`src/rtl/cpu_ctrl_pkg.sv`:
```
// cpu_ctrl_pkg: shared sequencer state, forwarding encodings and datapath constants.
package cpu_ctrl_pkg;
    typedef enum logic [1:0] {
        RUN    = 2'b00,
        DRAIN  = 2'b01,
        HALTED = 2'b10
    } state_e;

    localparam int          REG_W     = 4;
    localparam logic [1:0]  FWD_REG   = 2'b00;
    localparam logic [1:0]  FWD_WB    = 2'b01;
    localparam logic [1:0]  FWD_EXMEM = 2'b10;
    localparam logic [15:0] NOP       = 16'h0000;
endpackage

```
`src/rtl/fwd_select.sv`:
```
// fwd_select: operand forwarding compare for one ALU input; EX/MEM beats WB, R0 never forwarded.
module fwd_select
    import cpu_ctrl_pkg::*;
(
    input  logic [REG_W-1:0] src_i,
    input  logic [REG_W-1:0] mem_rd_i,
    input  logic             mem_regwrite_i,
    input  logic [REG_W-1:0] wb_rd_i,
    input  logic             wb_regwrite_i,
    output logic [1:0]       sel_o
);
    logic mem_hit, wb_hit;

    assign mem_hit = mem_regwrite_i && (mem_rd_i != '0) && (mem_rd_i == src_i);
    assign wb_hit  = wb_regwrite_i && (wb_rd_i != '0) && (wb_rd_i == src_i);
    assign sel_o   = mem_hit ? FWD_EXMEM : wb_hit ? FWD_WB : FWD_REG;
endmodule

```
`src/rtl/pipe_hazard_ctrl.sv`:
```
// pipe_hazard_ctrl: forwarding, load-use/branch/stall control and HLT drain for the 5-stage CPU.
// Define PIPE_HAZARD_CTRL_PERF_EN to add saturating stall/flush performance counters.
module pipe_hazard_ctrl
    import cpu_ctrl_pkg::*;
#(
    parameter int DRAIN_CYCLES = 3,
    parameter int TIMEOUT      = 255
) (
    input  logic             clk,
    input  logic             rst,
    input  logic [REG_W-1:0] id_rs,
    input  logic [REG_W-1:0] id_rt,
    input  logic             id_uses_rt,
    input  logic             id_hlt,
    input  logic [REG_W-1:0] ex_rs,
    input  logic [REG_W-1:0] ex_rt,
    input  logic             ex_memread,
    input  logic [REG_W-1:0] ex_rd,
    input  logic             ex_br_taken,
    input  logic [REG_W-1:0] mem_rd,
    input  logic             mem_regwrite,
    input  logic [REG_W-1:0] wb_rd,
    input  logic             wb_regwrite,
    input  logic             imem_stall,
    input  logic             dmem_stall,
    output logic [1:0]       ForwardA,
    output logic [1:0]       ForwardB,
    output logic             pc_we,
    output logic             ifid_we,
    output logic             ifid_flush,
    output logic             idex_bubble,
    output logic             pipe_freeze,
    output logic             halted,
`ifdef PIPE_HAZARD_CTRL_PERF_EN
    output logic [15:0]      perf_stall_cnt,
    output logic [15:0]      perf_flush_cnt,
`endif
    output logic             mem_timeout
);
    state_e     state_q, state_d;
    logic [7:0] drain_q, drain_d, wait_q, wait_d;
    logic       timeout_q, stall, load_use;

    fwd_select u_fwd_a (
        .src_i(ex_rs), .mem_rd_i(mem_rd), .mem_regwrite_i(mem_regwrite),
        .wb_rd_i(wb_rd), .wb_regwrite_i(wb_regwrite), .sel_o(ForwardA)
    );
    fwd_select u_fwd_b (
        .src_i(ex_rt), .mem_rd_i(mem_rd), .mem_regwrite_i(mem_regwrite),
        .wb_rd_i(wb_rd), .wb_regwrite_i(wb_regwrite), .sel_o(ForwardB)
    );

    assign stall    = imem_stall || dmem_stall;
    assign load_use = ex_memread && (ex_rd != '0) && ((ex_rd == id_rs) || (id_uses_rt && (ex_rd == id_rt)));
    assign wait_d   = !stall ? 8'd0 : (wait_q == 8'(TIMEOUT)) ? wait_q : wait_q + 8'd1;

    always_comb begin
        state_d     = state_q;
        drain_d     = drain_q;
        pc_we       = 1'b1;
        ifid_we     = 1'b1;
        ifid_flush  = 1'b0;
        idex_bubble = 1'b0;
        pipe_freeze = 1'b0;
        unique case (state_q)
            RUN: begin
                if (stall) begin
                    pc_we       = 1'b0;
                    ifid_we     = 1'b0;
                    pipe_freeze = dmem_stall;
                end else if (ex_br_taken) begin
                    ifid_flush  = 1'b1;
                    idex_bubble = 1'b1;
                end else if (load_use) begin
                    pc_we       = 1'b0;
                    ifid_we     = 1'b0;
                    idex_bubble = 1'b1;
                end else if (id_hlt) begin
                    pc_we   = 1'b0;
                    ifid_we = 1'b0;
                    state_d = DRAIN;
                    drain_d = 8'(DRAIN_CYCLES);
                end
            end
            DRAIN: begin
                pc_we       = 1'b0;
                ifid_we     = 1'b0;
                ifid_flush  = 1'b1;
                pipe_freeze = dmem_stall;
                // Only advance the drain while the back end is actually moving.
                if (!dmem_stall) begin
                    drain_d = (drain_q == 8'd0) ? 8'd0 : drain_q - 8'd1;
                    state_d = (drain_q <= 8'd1) ? HALTED : DRAIN;
                end
            end
            HALTED: begin
                pc_we       = 1'b0;
                ifid_we     = 1'b0;
                pipe_freeze = 1'b1;
            end
            default: state_d = RUN;
        endcase
        if (rst) begin
            pc_we       = 1'b1;
            ifid_we     = 1'b1;
            ifid_flush  = 1'b0;
            idex_bubble = 1'b0;
            pipe_freeze = 1'b0;
        end
    end

    always_ff @(posedge clk) begin
        if (rst) begin
            state_q   <= RUN;
            drain_q   <= 8'd0;
            wait_q    <= 8'd0;
            timeout_q <= 1'b0;
        end else begin
            state_q   <= state_d;
            drain_q   <= drain_d;
            wait_q    <= wait_d;
            timeout_q <= timeout_q || (wait_d == 8'(TIMEOUT));
        end
    end

    assign halted      = (state_q == HALTED);
    assign mem_timeout = timeout_q;

`ifdef PIPE_HAZARD_CTRL_PERF_EN
    logic [15:0] stall_cnt_q, flush_cnt_q;

    always_ff @(posedge clk) begin
        if (rst) begin
            stall_cnt_q <= 16'd0;
            flush_cnt_q <= 16'd0;
        end else begin
            if (state_q == RUN && !pc_we && stall_cnt_q != 16'hFFFF)
                stall_cnt_q <= stall_cnt_q + 16'd1;
            if (state_q == RUN && ifid_flush && flush_cnt_q != 16'hFFFF)
                flush_cnt_q <= flush_cnt_q + 16'd1;
        end
    end

    assign perf_stall_cnt = stall_cnt_q;
    assign perf_flush_cnt = flush_cnt_q;
`endif
endmodule

```
`config.mk`:
```
export PLATFORM = sky130hd
export DESIGN_NAME = pipe_hazard_ctrl
export DESIGN_NICKNAME = d
export VERILOG_FILES = /design/src/rtl/cpu_ctrl_pkg.sv /design/src/rtl/fwd_select.sv /design/src/rtl/pipe_hazard_ctrl.sv
export SDC_FILE = /design/constraint.sdc
export NUM_CORES = 1
export LEC_CHECK = 0
export CAP_MARGIN = 20
export CORE_ASPECT_RATIO = 1.25
export CORE_MARGIN = 2
export CORE_UTILIZATION = 30
export CTS_BUF_LIST = sky130_fd_sc_hd__clkbuf_16
export DETAILED_ROUTE_END_ITERATION = 7
export PLACE_DENSITY_LB_ADDON = 0.15
export SLEW_MARGIN = 20
export SYNTH_ARGS = -nofsm -noshare
export SYNTH_HDL_FRONTEND = slang
export SYNTH_SLANG_ARGS = --single-unit
```
`constraint.sdc`:
```
create_clock -name clk -period 2.8 [get_ports clk]
set_input_delay 0.42 -clock clk [delete_from_list [all_inputs] [get_ports clk]]
set_output_delay 0.42 -clock clk [all_outputs]
set_load 0.005 [all_outputs]
```
==> key figures <==
Outcome
  – Status: finished, final reports clean

Global routing
  – Largest net degree at the start of global routing: 12
  – GRT Resource Usage Total: 0.144
  – First-pass GRT wire length: 6.38 mm
  – Met3 usage: 0.0257
  – Met2 Use GR: 0.263
  – Vias in the first global route: between 1000 and 1500
  – Total gr overflow: 0
  – Antenna violations before repair: 0
  – GRT busiest layer: met2
  – Grt met1 use: 0.163

Synthesis
  – Ranking of synthesized cells by area: dfxtp_1 25%, xnor2_1 15%, nor2_1 6.7%, ha_1 5.8%, o21ai_0 4.0%
  – Synth Area in Compound Gates: 0.225
  – Synth top area share: 0.252
  – Post-Syn Area: approximately 0.0015 mm^2
  – Distinct cells, synth: between 40 and 50
  – Top FF cell, synth: dfxtp_1
  – Post-synth EDFFs: 0
  – Post-Synth Adder-Cell Area: 0.0581
  – Sequential share of the synthesized area: 0.252
  – Asr flop ratio synth: 0
  – Post-Synth XOR/XNOR Area: 0.151
  – Synth Net Count: 234
  – Simple-gate share of the synthesized area: 0.239
  – Cells after Synth: approximately 190
  – Mux cell area share after synthesis: 0.0266
  – Number of synthesized register bits: 19
  – Warnings from Yosys: 0
  – Largest area contributor in the netlist: dfxtp_1
  – Avg Cell Area, Syn: roughly 8.0 um^2
  – Top post-synthesis cells by count: 27 x nor2_1, 25 x xnor2_1, 19 x dfxtp_1, 12 x o21ai_0, 10 x nor3_1
  – Count leader, synth: nor2_1
  – Largest family of logic cells by synthesized area: simple AND/OR/NAND/NOR gates

Worst setup path
  – Crit path launch: mem_rd[1]
  – Top Family by Delay on Critical Path: buffers and inverters
  – Critical Path RT: 2380 ps
  – Critical Path Max Stage Delay: ~530 ps
  – Critical Path, Cell by Cell: clkdlybuf4s50_1 > o41ai_1 > nor2_1 > nor3_1 > clkdlybuf4s50_1
  – RR Startpoint: drain_q[2]$_SDFFE_PP0P_
  – Arrival time at the worst endpoint: approximately 2200 ps
  – Critical path's slowest cell: clkdlybuf4s50_1
  – Critical Path Fanout Max: 2
  – Buffers & Inverters on Critical Path: 2
  – CP endpoint kind: output pin
  – Crit Path Class: primary input to output pin
  – Setup crit start kind: primary input
  – CP most frequent cell: clkdlybuf4s50_1

Cells and area
  – Fin cells: roughly 310
  – Area Growth Syn to Fin: 46.3%
  – Final Core Density: 0.459
  – # diodes: 0
  – Nets: between 200 and 300
  – Layout cells sized above 1: 0.106

Drt
  – Iter 0 DRT Violations: 34
  – Vias: approximately 1500
  – DR pass1 iterations: 4
  – WL per Instance: about 13 um
  – Detailed-route wire length: roughly 4 mm
  – DRC viols: 0
  – Post-DRT Antenna Nets: 0
  – Drt via density: 5.07

Power and ir drop
  – Pwr dens: approximately 370 mW/mm^2
  – Worst vdd ir: 0.000240 V
  – Leak Pwr: ~0.83 nW
  – Total power: 809 uW

Floorplanning
  – Initial Utilization: 0.314
  – Full die area: about 0.0056 mm^2
  – Core area: 0.00480 mm^2
  – Io pins: 49
  – Die X: 67.4 um
  – # rows: 28
  – Die span in y: 83.2 um

Clock network
  – Clock tree buffer depth: 2
  – Root buffer cell: clkbuf_16
  – CTS tree: built
  – Sink Count: 19
  – Total CTS buffers: 3
  – H-tree lvl count: 1
  – Clock latency on the worst-skew pair: 250 ps
  – # hold bufs at CTS: 0
  – Reg clk slew, reported paths: 60 ps

Worst hold path
  – HP Start: mem_timeout$_SDFF_PP0_
  – Worst hold path type: register to register

Timing
  – Unrepaired setup endpoints after global routing: false
  – Min Tclk post-route: 2630 ps
  – Layout Skew: between 0.9 and 1 ps
  – Max Slew Vio Count: 0
  – Setup violators final: 0
  – Final period util: 0.938
  – TNS Setup: 0 ps
  – Max Freq: 0.381 GHz
  – Slew HR: 0.674
  – Final setup margin: about 170 ps
  – Worst-Margin Slew: 483 ps
  – Number of hold violations in the final report: 0

Placed design
  – GPL Wtd Cong: 0.782
  – Port bufs: 48
  – Place WS: -51.6 ps
  – DP Wirelength: 3.23 mm
  – Placed Cells: ~300

Job
  – Maxcap violations: 0
## kinds of logic (layout without fill, tap and decap cells)
family,Yosys count,count (layout)
compound gates,46,46
fa+ha+maj,7,7
flops,19,19
mux,4,4
buf+inv,15,71
simple gates,72,72
xor+xnor,26,26
## worst paths after layout
path                                                 to  slack (ps)  cells after the start
worst max-delay path                        ForwardB[0]         170                      5
worst max register to register  drain_q[2]$_SDFFE_PP0P_         870                      6
worst min register to register   mem_timeout$_SDFF_PP0_         470                      2
worst min-delay path             mem_timeout$_SDFF_PP0_         470                      2
## registers in the layout, indices dropped and copies added (netlist names)
signal and flops:
mem_timeout 1, wait_q 8, state_q 2, drain_q 8
## through the flow
stage          hold slack (ps)  area (um^2)
2_1_floorplan              439         1510
3_3_place_gp               462         2110
3_5_place_dp               459         2110
4_1_cts                    473         2190
5_1_grt                    490         2200
6_report                   470         2200
## layer usage
| metal | vias to the layer above | share of wire |
|---|---|---|
| li1 | 795 | - |
| met1 | 711 | 0.43 |
| met2 | 33 | 0.52 |
| met3 | 7 | 0.036 |
| met4 | 0 | 0.016 |
| met5 | - | 0 |
## power breakdown
part           total (mW)  switching (mW)  internal, mW
logic               0.225          0.0989         0.126
clock network       0.301           0.109         0.192
registers           0.284         0.00655         0.277
total               0.809           0.214         0.595
## placed cells by master, fill, tap and decap left out, drive strengths merged, types with 8 or more instances in the layout
| master | instances |
|---|---|
| nand2 | 8 |
| o21ai | 15 |
| buf | 12 |
| nand4 | 9 |
| clkdlybuf4s50 | 44 |
| nor2 | 27 |
| dfxtp | 19 |
| xnor2 | 25 |
| nor3 | 11 |
## final cells by class
class	instances	area (um^2)
fill	491	2590
clock inverter	1	5.00
timing repair buffer	60	581
inverter	7	26.3
clock buffer	3	75.1
tap	60	75.1
sequential	19	380
multi-input combinational	155	1060
## what timing repair did
item,4_1_cts,5_1_grt
pin swaps,0,1
endpoints found under the setup margin,2,3
gates resized for setup,1,5
buffers inserted,0,0
## tightest hold or removal path, cell delays in order (launching register included)
cell and delay [ps]:
dfxtp_1 300, inv_1 50, o22ai_1 70
No activity file was read; power rests on OpenSTA's default activity.
